==> src/rtl/carryin_bin.sv <==
// Recovers the carry into every bit position of a binary sum from its two
// addends and the result: carry[i] = a[i] ^ b[i] ^ sum[i].
module carryin_bin #(
    parameter int WIDTH = 32
) (
    input  logic [WIDTH-1:0] i_a,
    input  logic [WIDTH-1:0] i_b,
    input  logic [WIDTH-1:0] i_sum,
    output logic [WIDTH-1:0] o_carryin
);

    assign o_carryin = i_a ^ i_b ^ i_sum;

endmodule

==> src/rtl/adder_subtractor_chunked_bin.sv <==
// Multi-cycle adder/subtractor: CHUNK_WIDTH bits per cycle with a registered
// inter-chunk carry, behind a valid/ready handshake on both sides.
module adder_subtractor_chunked_bin #(
    parameter int WORD_WIDTH  = 32,
    parameter int CHUNK_WIDTH = 8
) (
    input  logic                  clock,
    input  logic                  reset_n,
    input  logic                  input_valid,
    output logic                  input_ready,
    input  logic                  add_sub,
    input  logic                  carry_in,
    input  logic [WORD_WIDTH-1:0] A,
    input  logic [WORD_WIDTH-1:0] B,
    output logic                  output_valid,
    input  logic                  output_ready,
    output logic [WORD_WIDTH-1:0] sum,
    output logic                  carry_out,
    output logic [WORD_WIDTH-1:0] carryin,
    output logic                  overflow
);

    localparam int CHUNK_COUNT = WORD_WIDTH / ((CHUNK_WIDTH >= 1) ? CHUNK_WIDTH : 1);
    localparam int CNT_W       = (CHUNK_COUNT > 1) ? $clog2(CHUNK_COUNT) : 1;
    localparam logic [CNT_W-1:0] LAST_IDX = CNT_W'(CHUNK_COUNT - 1);

    generate
        if (CHUNK_WIDTH < 1 || (WORD_WIDTH % CHUNK_WIDTH) != 0) begin : g_bad_chunk
            $error("CHUNK_WIDTH must be >= 1 and divide WORD_WIDTH exactly");
        end
    endgenerate

    typedef enum logic [1:0] {
        ST_IDLE = 2'd0,
        ST_BUSY = 2'd1,
        ST_DONE = 2'd2
    } state_t;

    state_t                                   r_state;
    state_t                                   w_next_state;
    logic [CNT_W-1:0]                         r_idx;
    logic                                     r_carry;
    logic                                     r_cout;
    logic [CHUNK_COUNT-1:0][CHUNK_WIDTH-1:0]  r_a;
    logic [CHUNK_COUNT-1:0][CHUNK_WIDTH-1:0]  r_b;
    logic [CHUNK_COUNT-1:0][CHUNK_WIDTH-1:0]  r_sum;
    logic [CHUNK_WIDTH:0]                     w_chunk;
    logic                                     w_last;
    logic [WORD_WIDTH-1:0]                    w_carryin;

    // One chunk per cycle; the MSB of w_chunk is the carry into the next chunk.
    assign w_chunk = {1'b0, r_a[r_idx]} + {1'b0, r_b[r_idx]}
                   + {{CHUNK_WIDTH{1'b0}}, r_carry};
    assign w_last  = (r_idx == LAST_IDX);

    always_comb begin
        w_next_state = r_state;
        case (r_state)
            ST_IDLE: if (input_valid)  w_next_state = ST_BUSY;
            ST_BUSY: if (w_last)       w_next_state = ST_DONE;
            ST_DONE: if (output_ready) w_next_state = ST_IDLE;
            default:                   w_next_state = ST_IDLE;
        endcase
    end

    always_ff @(posedge clock or negedge reset_n) begin
        if (!reset_n) begin
            r_state <= ST_IDLE;
            r_idx   <= '0;
            r_carry <= 1'b0;
            r_cout  <= 1'b0;
            r_a     <= '0;
            r_b     <= '0;
            r_sum   <= '0;
        end else begin
            r_state <= w_next_state;
            case (r_state)
                ST_IDLE: begin
                    if (input_valid) begin
                        r_a     <= A;
                        r_b     <= add_sub ? ~B : B;
                        r_carry <= add_sub | carry_in;
                        r_idx   <= '0;
                    end
                end
                ST_BUSY: begin
                    r_sum[r_idx] <= w_chunk[CHUNK_WIDTH-1:0];
                    r_carry      <= w_chunk[CHUNK_WIDTH];
                    if (w_last) begin
                        r_cout <= w_chunk[CHUNK_WIDTH];
                        r_idx  <= '0;
                    end else begin
                        r_idx  <= r_idx + CNT_W'(1);
                    end
                end
                default: ;
            endcase
        end
    end

    carryin_bin #(
        .WIDTH (WORD_WIDTH)
    ) u_carryin (
        .i_a       (r_a),
        .i_b       (r_b),
        .i_sum     (r_sum),
        .o_carryin (w_carryin)
    );

    // Handshake flags decode registered state only.
    assign input_ready  = (r_state == ST_IDLE);
    assign output_valid = (r_state == ST_DONE);
    assign sum          = r_sum;
    assign carry_out    = r_cout;
    assign carryin      = w_carryin;
    assign overflow     = r_cout ^ w_carryin[WORD_WIDTH-1];

endmodule
==> config.mk <==
export PLATFORM = sky130hd
export DESIGN_NAME = adder_subtractor_chunked_bin
export DESIGN_NICKNAME = d
export VERILOG_FILES = /design/src/rtl/carryin_bin.sv /design/src/rtl/adder_subtractor_chunked_bin.sv
export SDC_FILE = /design/constraint.sdc
export NUM_CORES = 1
export LEC_CHECK = 0
export CAP_MARGIN = 40
export CELL_PAD_IN_SITES_DETAIL_PLACEMENT = 0
export CELL_PAD_IN_SITES_GLOBAL_PLACEMENT = 1
export CORE_AREA = 2 2 153 95
export DETAILED_ROUTE_END_ITERATION = 6
export DIE_AREA = 0 0 155 97
export PLACE_DENSITY = 0.83
export SYNTH_ARGS = -nofsm -noshare
export SYNTH_HDL_FRONTEND = slang
export SYNTH_SLANG_ARGS = --single-unit
==> constraint.sdc <==
create_clock -name clock -period 4.45 [get_ports clock]
set_input_delay 0.89 -clock clock [delete_from_list [all_inputs] [get_ports clock]]
set_output_delay 0.89 -clock clock [all_outputs]
set_load 0.02 [all_outputs]
### After elaboration in Yosys (flattened, before gate mapping)

Index checks and enable logic that the tools add are counted.
W data, S select, Z words.

* output and inout port bits: 68
* bits in registers: 102
* input port bits: 70
* word-level logic and storage cells: 56

* add/subtract/negate cells: 3
* eq/ne operators: 6
* bitwise logic cells: 5
* mux-type cells: 17
* reductions and logical operators: 7
* $lt $le $gt $ge: 2

Operators with widths (number)
* $xor A32 B32 Y32: 2
* $bmux W8 S2: 2
* $bwmux W32: 1
* $mux W32: 1
* $not A32 Y32: 1
* $mux W8: 3
* $demux W8 S2: 1
* $mux W2: 5
* $add A8 B8 Y9: 1
* $add A9 B1 Y9: 1
* $pmux W2 S3: 1
* $reduce_and A2 Y1: 3
* $eq A2 B2 Y1 const B: 2
* $ne A2 B2 Y1 const B: 2
* $pmux W2 S2: 1
* $lt A2 B3 Y1 const B: 1
* $reduce_and A3 Y1: 1
* $add A2 B1 Y2 const B: 1
* $eq A2 B1 Y1 const B: 1
* $ge A2 B1 Y1 const B: 1
* $logic_not A2 Y1: 1
* $ne A2 B1 Y1 const B: 1
* $pmux W1 S2: 1
* $reduce_bool A2 Y1: 1
* 4 further kinds: 4

### Longest topological paths before layout

Gate-level depths: netlist of run 1.

* depth in word-level cells: 5
* gate-level depth with buffers: 9
* mapped depth without buffers: 7

### Modules after synthesis

From an unflattened synthesis of run 1, not the netlist that was laid out.

* cell total of the unflattened synthesis: 523
* area, all modules: 5718.0 um^2

Modules (own cells, without submodules)
* adder_subtractor_chunked_bin: seq. area each 2552.4 um^2, cells each 491, area an instance 4957.3 um^2, times used 1
* carryin_bin: seq. area each 0.0 um^2, cells each 32, area an instance 760.7 um^2, times used 1

### Least setup slack after synthesis of run 1

No wires, ideal clock.

* kind: register to register
* from: register r_idx[0]
* to: register r_sum, in the netlist sum[12]
* setup slack: 1.599 ns
* path buffers: 1
* stages on the path, launching flop included: 9
* period minus slack after synthesis: 2.851 ns
* setup time: 0.133 ns
* arrival: 2.719 ns
* data required time: 4.317 ns
* path through: dfrtp_1 -> buf_4 -> mux4_2 -> fa_1 -> fa_1 -> a21o_4 -> a21o_2 -> xnor2_1 -> o21ai_0

* longest elaborated chain between the ends: 5
* elaborated cells between the ends (all ways): 12
* classes of those cells: 2 x add/sub; 2 x order compare; 7 x mux; 1 x reduce/logical

Ends and longest elaborated chain
* from (decl): line adder_subtractor_chunked_bin.sv:41 `logic [CNT_W-1:0] r_idx;`
* from (signal assigned): line adder_subtractor_chunked_bin.sv:93 `r_idx <= r_idx + CNT_W'(1);`
* $bmux W8 S2 (tied with other cells): line adder_subtractor_chunked_bin.sv:52 `assign w_chunk = {1'b0, r_a[r_idx]} + {1'b0, r_b[r_idx]}`
* $mux W8 (implied by the code) or $logic_and A1 B1 Y1 (tied branches): line adder_subtractor_chunked_bin.sv:52, adder_subtractor_chunked_bin.sv:87
* $add A8 B8 Y9 or $mux W8 (tied branches): line adder_subtractor_chunked_bin.sv:52, adder_subtractor_chunked_bin.sv:87
* $add A9 B1 Y9 or $demux W8 S2 (tied branches): line adder_subtractor_chunked_bin.sv:53, adder_subtractor_chunked_bin.sv:87
* $bwmux W32 *: line adder_subtractor_chunked_bin.sv:87 `r_sum[r_idx] <= w_chunk[CHUNK_WIDTH-1:0];`
* to (signal, indexed assignment): line adder_subtractor_chunked_bin.sv:87
* to (decl): line adder_subtractor_chunked_bin.sv:46 `logic [CHUNK_COUNT-1:0][CHUNK_WIDTH-1:0] r_sum;`

Mark *: on every way between the ends. The rest lies on a longest branch, timed or not. The select of a mux whose other input is x is not followed.
A chain may end at the register's enable or synchronous reset.

### Worst setup path in the final report of run 1

* from: register r_idx[0]
* to: register r_sum, in the netlist sum[23]

Same word-level chain as after synthesis.

==> results.sh, run 1 <==
export IMPL_holdBufCountCts=0
export IMPL_fin_worst_skew_ps=9.59
export IMPL_critical_path_depth=7
export IMPL_synth_top_flop_cell="dfrtp_1"
export IMPL_rows=33
export IMPL_drtPass1Iterations=4
export IMPL_grt_max_degree=62
export IMPL_fin_crit_sh=0.680
export IMPL_grt_first_pass_wirelength_mm=24.7
export IMPL_outcome="finished, final reports clean"
export IMPL_initial_utilization=0.407
export IMPL_fillers=1169
export IMPL_synth_distinct_cells=37
export IMPL_crit_family="compound AO/OA/AOI/OAI gates"
export IMPL_via_per_inst=5.07
export IMPL_drive_above_1_share=0.0741
export IMPL_grt_usage=0.217
export IMPL_cts_resized=0
export IMPL_antenna_found_initial=0
export IMPL_worst_pin_slew_ps=878
export IMPL_synth_edf_count=0
export IMPL_numPortBuffers=137
export IMPL_grt_pass1_vias=4415
export IMPL_critPathCaptureType="register"
export IMPL_syn_area_sq_um=5490
export IMPL_period_minus_slack_ps=3030
export IMPL_ys_seq_area_frac=0.465
export IMPL_final_hold_viol_count=0
export IMPL_tns_ps=0
export IMPL_arrival_ps=3230
export IMPL_synth_warnings=0
export IMPL_whs_ps=446
export IMPL_fmax_mhz=330
export IMPL_clock_sinks=102
export IMPL_grt_overflow=0
export IMPL_die_x_um=155
export IMPL_avgSynthCellArea_sq_um=9.88
export IMPL_r2r_start="r_idx[0]$_DFFE_PN0P_"
export IMPL_synth_largest_area_cell="dfrtp_1"
export IMPL_core_sq_um=13500
export IMPL_gp_congestion=0.855
export IMPL_crit_end="sum[23]$_DFFE_PN0P_"
export IMPL_area_growth_pct=32.9
export IMPL_yosysTopAreaCellShare=0.465
export IMPL_clk_pin_slew_worst_paths_ps=70
export IMPL_layout_cells_non_filler=863
export IMPL_max_clock_path_buffers=2
export IMPL_fin_util=0.541
export IMPL_reg2reg_to="sum[23]$_DFFE_PN0P_"
export IMPL_crit_start="r_idx[0]$_DFFE_PN0P_"
export IMPL_async_flop_share=1.00
export IMPL_cp_data_required_time_ps=4660
export IMPL_htree_levels=3
export IMPL_cts_buffers=9
export IMPL_rsz0062_at_grt="false"
export IMPL_reg2reg_depth=7
export IMPL_cp_slowest_cell="mux4_2"
export IMPL_placedCellCount=848
export IMPL_die_area_sq_um=15000
export IMPL_hold_class="input port to async pin"
export IMPL_cp_start_kind="register"
export IMPL_crit_type="register to register"
export IMPL_drv_cap=0
export IMPL_final_antenna_net_count=0
export IMPL_drcViolationCount=0
export IMPL_drt_initial_drc_count=361
export IMPL_io_pins=138
export IMPL_synth_area_leaders="dfrtp_1 46%, xnor2_1 16%, nand2_1 12%"
export IMPL_routedWlPerCell_um=18.1
export IMPL_clk_latency_ps=350
export IMPL_synthesis_nets=639
export IMPL_die_h_um=97
export IMPL_dp_hpwl_mm=12.1
export IMPL_dr_total_vias=4375
export IMPL_finalSetupViolCount=0
export IMPL_num_antenna_cells=0
export IMPL_r2r_slack_ps=1420
export IMPL_crit_path_max_incr_delay_ps=590
export IMPL_syn_inst=556
export IMPL_crit_chain="buf_4 -> mux4_2 -> ha_1 -> a211oi_1 -> o21ai_1 -> o21ai_0 -> o31ai_1"
export IMPL_fin_nets=767
export IMPL_cp_max_fo=19
export IMPL_slew_headroom=0.415
export IMPL_clock_root_buffer="clkbuf_16"
export IMPL_worst_path_buf_inv=1
export IMPL_cts_setup_buffers=0
export IMPL_ys_seq_elements=102
export IMPL_routed_wl_mm=15.6
export IMPL_finalMaxSlewViolations=0
export IMPL_cts_tree="built"
-- cell usage in the layout (no fill, tap or decap), types with 3 or more instances in the layout --
master / synthesis / final
inv_1: 8 / 8
o2111ai_1: 4 / 4
nand3_1: 7 / 7
a21oi_1: 8 / 8
o21ai_0: 56 / 56
clkbuf_16: 0 / 9
nor3_1: 4 / 4
ha_1: 11 / 11
or4_1: 4 / 4
nand2_1: 178 / 177
nand3b_2: 3 / 3
o31ai_1: 5 / 5
clkdlybuf4s50_1: 0 / 135
dfrtp_1: 102 / 102
buf_4: 2 / 7
mux4_2: 16 / 16
xnor2_1: 99 / 99
-- area by class of cell --
cell class	count	area, sq um	share of cell area
clock buffer	9	225	0.0309
clock inverter	6	55.1	0.00754
inverter	8	30.0	0.00411
multi-input combinational	418	2770	0.379
sequential	102	2550	0.350
tap	175	219	0.0300
timing repair buffer	145	1450	0.199
-- worst min-delay path by stage --
stage                        startpoint  slack, ps                   to
finish                          reset_n        450  r_a[27]$_DFFE_PN0P_
global route                    reset_n        460  r_a[27]$_DFFE_PN0P_
CTS                             reset_n        450   r_a[2]$_DFFE_PN0P_
detailed placement  r_a[23]$_DFFE_PN0P_        500  r_a[23]$_DFFE_PN0P_
global placement    r_a[20]$_DFFE_PN0P_        500  r_a[20]$_DFFE_PN0P_
floorplan           r_a[16]$_DFFE_PN0P_        480  r_a[16]$_DFFE_PN0P_
-- synthesized netlist by cell type (3+ instances only) --
library cell / n
nand3_1: 7
or4_1: 4
o2111ai_1: 4
o21ai_0: 56
xnor2_1: 99
a21oi_1: 8
inv_1: 8
dfrtp_1: 102
mux4_2: 16
buf_2: 13
clkbuf_1: 10
o31ai_1: 5
nand3b_2: 3
nor3_1: 4
ha_1: 11
nand2_1: 178
-- flip-flops by register name, indices dropped and copies added, names as in the netlist --
register and flops:
r_b 32, sum 32, carry_out 1, r_a 32
r_state 2, r_idx 2, r_carry 1
-- kinds of logic (layout without fill, tap and decap cells) --
family | after synthesis | after routing | share of synthesized area
adder cells (fa/ha/maj) | 13 | 13 | 0.0323
XOR/XNOR | 101 | 101 | 0.161
buffers and inverters | 36 | 168 | 0.0323
flip-flops | 102 | 102 | 0.465
AND/OR/NAND/NOR | 204 | 204 | 0.154
AO/OA/AOI/OAI | 84 | 84 | 0.0895
multiplexers | 16 | 16 | 0.0656
-- routing by layer --
| metal | track usage | wire (um) |
|---|---|---|
| met2 | 0.288 | 6230 |
| met4 | 0.0463 | 134 |
| met1 | 0.337 | 7820 |
| met5 | 0 | 0 |
| met3 | 0.0726 | 1460 |
-- metrics by stage --
step | setup WS (ps) | instance area [sq um]
after floorplan | 1600 | 5490
after global placement | 1620 | 6980
after detailed placement | 1520 | 7020
after CTS | 1470 | 7300
after global routing | 1260 | 7300
final | 1420 | 7300
Power of run 1 is not shown: default switching activity piles up to over one toggle a cycle in this logic, so the estimate is an artifact.
==> run 2, diff against run 1 <==
--- a/config.mk
+++ b/config.mk
@@ -8,10 +8,10 @@
 export CAP_MARGIN = 40
 export CELL_PAD_IN_SITES_DETAIL_PLACEMENT = 0
 export CELL_PAD_IN_SITES_GLOBAL_PLACEMENT = 1
-export CORE_AREA = 2 2 153 95
+export CORE_AREA = 2 2 168 104
 export DETAILED_ROUTE_END_ITERATION = 6
-export DIE_AREA = 0 0 155 97
-export PLACE_DENSITY = 0.83
+export DIE_AREA = 0 0 170 106
+export PLACE_DENSITY = 0.73
 export SYNTH_ARGS = -nofsm -noshare
 export SYNTH_HDL_FRONTEND = slang
 export SYNTH_SLANG_ARGS = --single-unit
==> constraint.sdc (replaced) <==
create_clock -name clock -period 2.7 [get_ports clock]
set_input_delay 0.54 -clock clock [delete_from_list [all_inputs] [get_ports clock]]
set_output_delay 0.54 -clock clock [all_outputs]
set_load 0.02 [all_outputs]
==> run 2 against run 1 <==
Against the previous run:
- first-iteration DRC count down 12%
- fmax increased by 16%
- sequential share of layout area down 0.79 points
- worst setup slack lost 1300 ps
- non-clock buffer count is 7 higher
- highest routed layer unchanged
==> results.sh, run 2 (synthesized netlist as in run 1, its figures left out) <==
export IMPL_drive_above_1_share=0.0978
export IMPL_cp_data_required_time_ps=2910
export IMPL_routed_wl_mm=16.8
export IMPL_dp_hpwl_mm=12.9
export IMPL_grt_max_degree=101
export IMPL_drv_cap=0
export IMPL_dr_total_vias=4386
export IMPL_outcome="finished, final reports clean"
export IMPL_period_minus_slack_ps=2620
export IMPL_clock_root_buffer="clkbuf_16"
export IMPL_die_area_sq_um=18000
export IMPL_die_h_um=106
export IMPL_grt_usage=0.192
export IMPL_rows=37
export IMPL_routedWlPerCell_um=18.5
export IMPL_reg2reg_to="sum[20]$_DFFE_PN0P_"
export IMPL_finalSetupViolCount=0
export IMPL_antenna_found_initial=0
export IMPL_reg2reg_depth=7
export IMPL_fin_worst_skew_ps=7.15
export IMPL_cp_start_kind="register"
export IMPL_worst_pin_slew_ps=635
export IMPL_cp_max_fo=4
export IMPL_regArea_sq_um=2550
export IMPL_fmax_mhz=382
export IMPL_grt_overflow=0
export IMPL_final_antenna_net_count=0
export IMPL_fin_nets=774
export IMPL_crit_type="register to register"
export IMPL_grt_first_pass_wirelength_mm=25.9
export IMPL_place_ws_ps=-27.8
export IMPL_drcViolationCount=0
export IMPL_arrival_ps=2830
export IMPL_cp_slowest_cell="mux4_2"
export IMPL_layout_commonest_cell="nand2_1"
export IMPL_slew_headroom=0.577
export IMPL_crit_chain="mux4_2 -> fa_2 -> fa_2 -> a21o_4 -> a21o_4 -> xnor2_4 -> o21ai_1"
export IMPL_rsz0062_at_grt="false"
export IMPL_cts_tree="built"
export IMPL_setup_ws_ps=82.0
export IMPL_mostFrequentLayoutCells="177 x nand2_1, 135 x clkdlybuf4s50_1, 101 x dfrtp_1"
export IMPL_r2r_slack_ps=80
export IMPL_crit_path_max_incr_delay_ps=540
export IMPL_numPortBuffers=137
export IMPL_drtPass1Iterations=5
export IMPL_drt_initial_drc_count=318
export IMPL_fillers=1606
export IMPL_finalMaxSlewViolations=0
export IMPL_critPathCaptureType="register"
export IMPL_fin_util=0.448
export IMPL_fin_crit_sh=0.970
export IMPL_grt_pass1_vias=4364
export IMPL_max_clock_path_buffers=2
export IMPL_clock_sinks=102
export IMPL_tns_ps=0
export IMPL_clk_pin_slew_worst_paths_ps=70
export IMPL_via_per_inst=4.83
export IMPL_clk_latency_ps=340
export IMPL_io_pins=138
export IMPL_area_growth_pct=36.0
export IMPL_placedCellCount=892
export IMPL_core_sq_um=16700
export IMPL_holdBufCountCts=0
export IMPL_hold_class="input port to async pin"
export IMPL_die_x_um=170
export IMPL_initial_utilization=0.330
export IMPL_gp_congestion=0.867
export IMPL_r2r_start="r_idx[0]$_DFFE_PN0P_"
export IMPL_cts_buffers=9
export IMPL_num_antenna_cells=0
export IMPL_final_hold_viol_count=0
export IMPL_multiInputGateArea_sq_um=2820
export IMPL_htree_levels=3
export IMPL_layout_cells_non_filler=909
## run 2: worst max-delay path: cells and delay by family (launching register included)
kind,cells,cell delay [ps]
AOI/OAI and AO/OA,3,540
xor gates and xnor gates,1,180
adders and majority gates,2,800
DFF,1,430
muxes,1,540
## run 2: routing by layer
layer  global-route usage  vias up  part of all wire
met5                    0        -                 0
met4               0.0366        0             0.011
met3               0.0525       13             0.085
met2                0.245      171              0.37
met1                0.316     2099              0.53
li1                     -     2103                 -
## run 2: stage by stage
| stage | cell area [sq um] | hold slack (ps) |
|---|---|---|
| floorplan | 5510 | 244 |
| global placement | 7110 | 507 |
| detailed placement | 7110 | 510 |
| CTS | 7420 | 216 |
| global route | 7470 | 253 |
| finish | 7470 | 211 |
## run 2: layout make-up
class | count | share of cell area
multi-input cells | 418 | 0.378
flip-flops and latches | 102 | 0.342
repair buffers | 152 | 0.202
well taps | 214 | 0.0358
clock buffers | 10 | 0.0307
clock inverters | 5 | 0.00804
inverters | 8 | 0.00402
## run 2: worst max-delay path by stage
stage | start | end | slack [ps] | cells past startpoint
2_1_floorplan | r_idx[0]$_DFFE_PN0P_ | sum[12]$_DFFE_PN0P_ | 50 | 8
5_1_grt | r_idx[0]$_DFFE_PN0P_ | sum[20]$_DFFE_PN0P_ | 4 | 7
3_3_place_gp | r_idx[0]$_DFFE_PN0P_ | sum[12]$_DFFE_PN0P_ | 60 | 7
3_5_place_dp | r_idx[0]$_DFFE_PN0P_ | sum[23]$_DFFE_PN0P_ | -30 | 7
6_report | r_idx[0]$_DFFE_PN0P_ | sum[20]$_DFFE_PN0P_ | 80 | 7
4_1_cts | r_idx[0]$_DFFE_PN0P_ | sum[20]$_DFFE_PN0P_ | -8 | 7
## run 2: timing repair
action	in CTS	in global routing
buffers inserted	2	0
pin swaps	2	8
gates resized for setup	2	15
setup endpoints to repair	8	19
Power of run 2 is left out for the same reason.
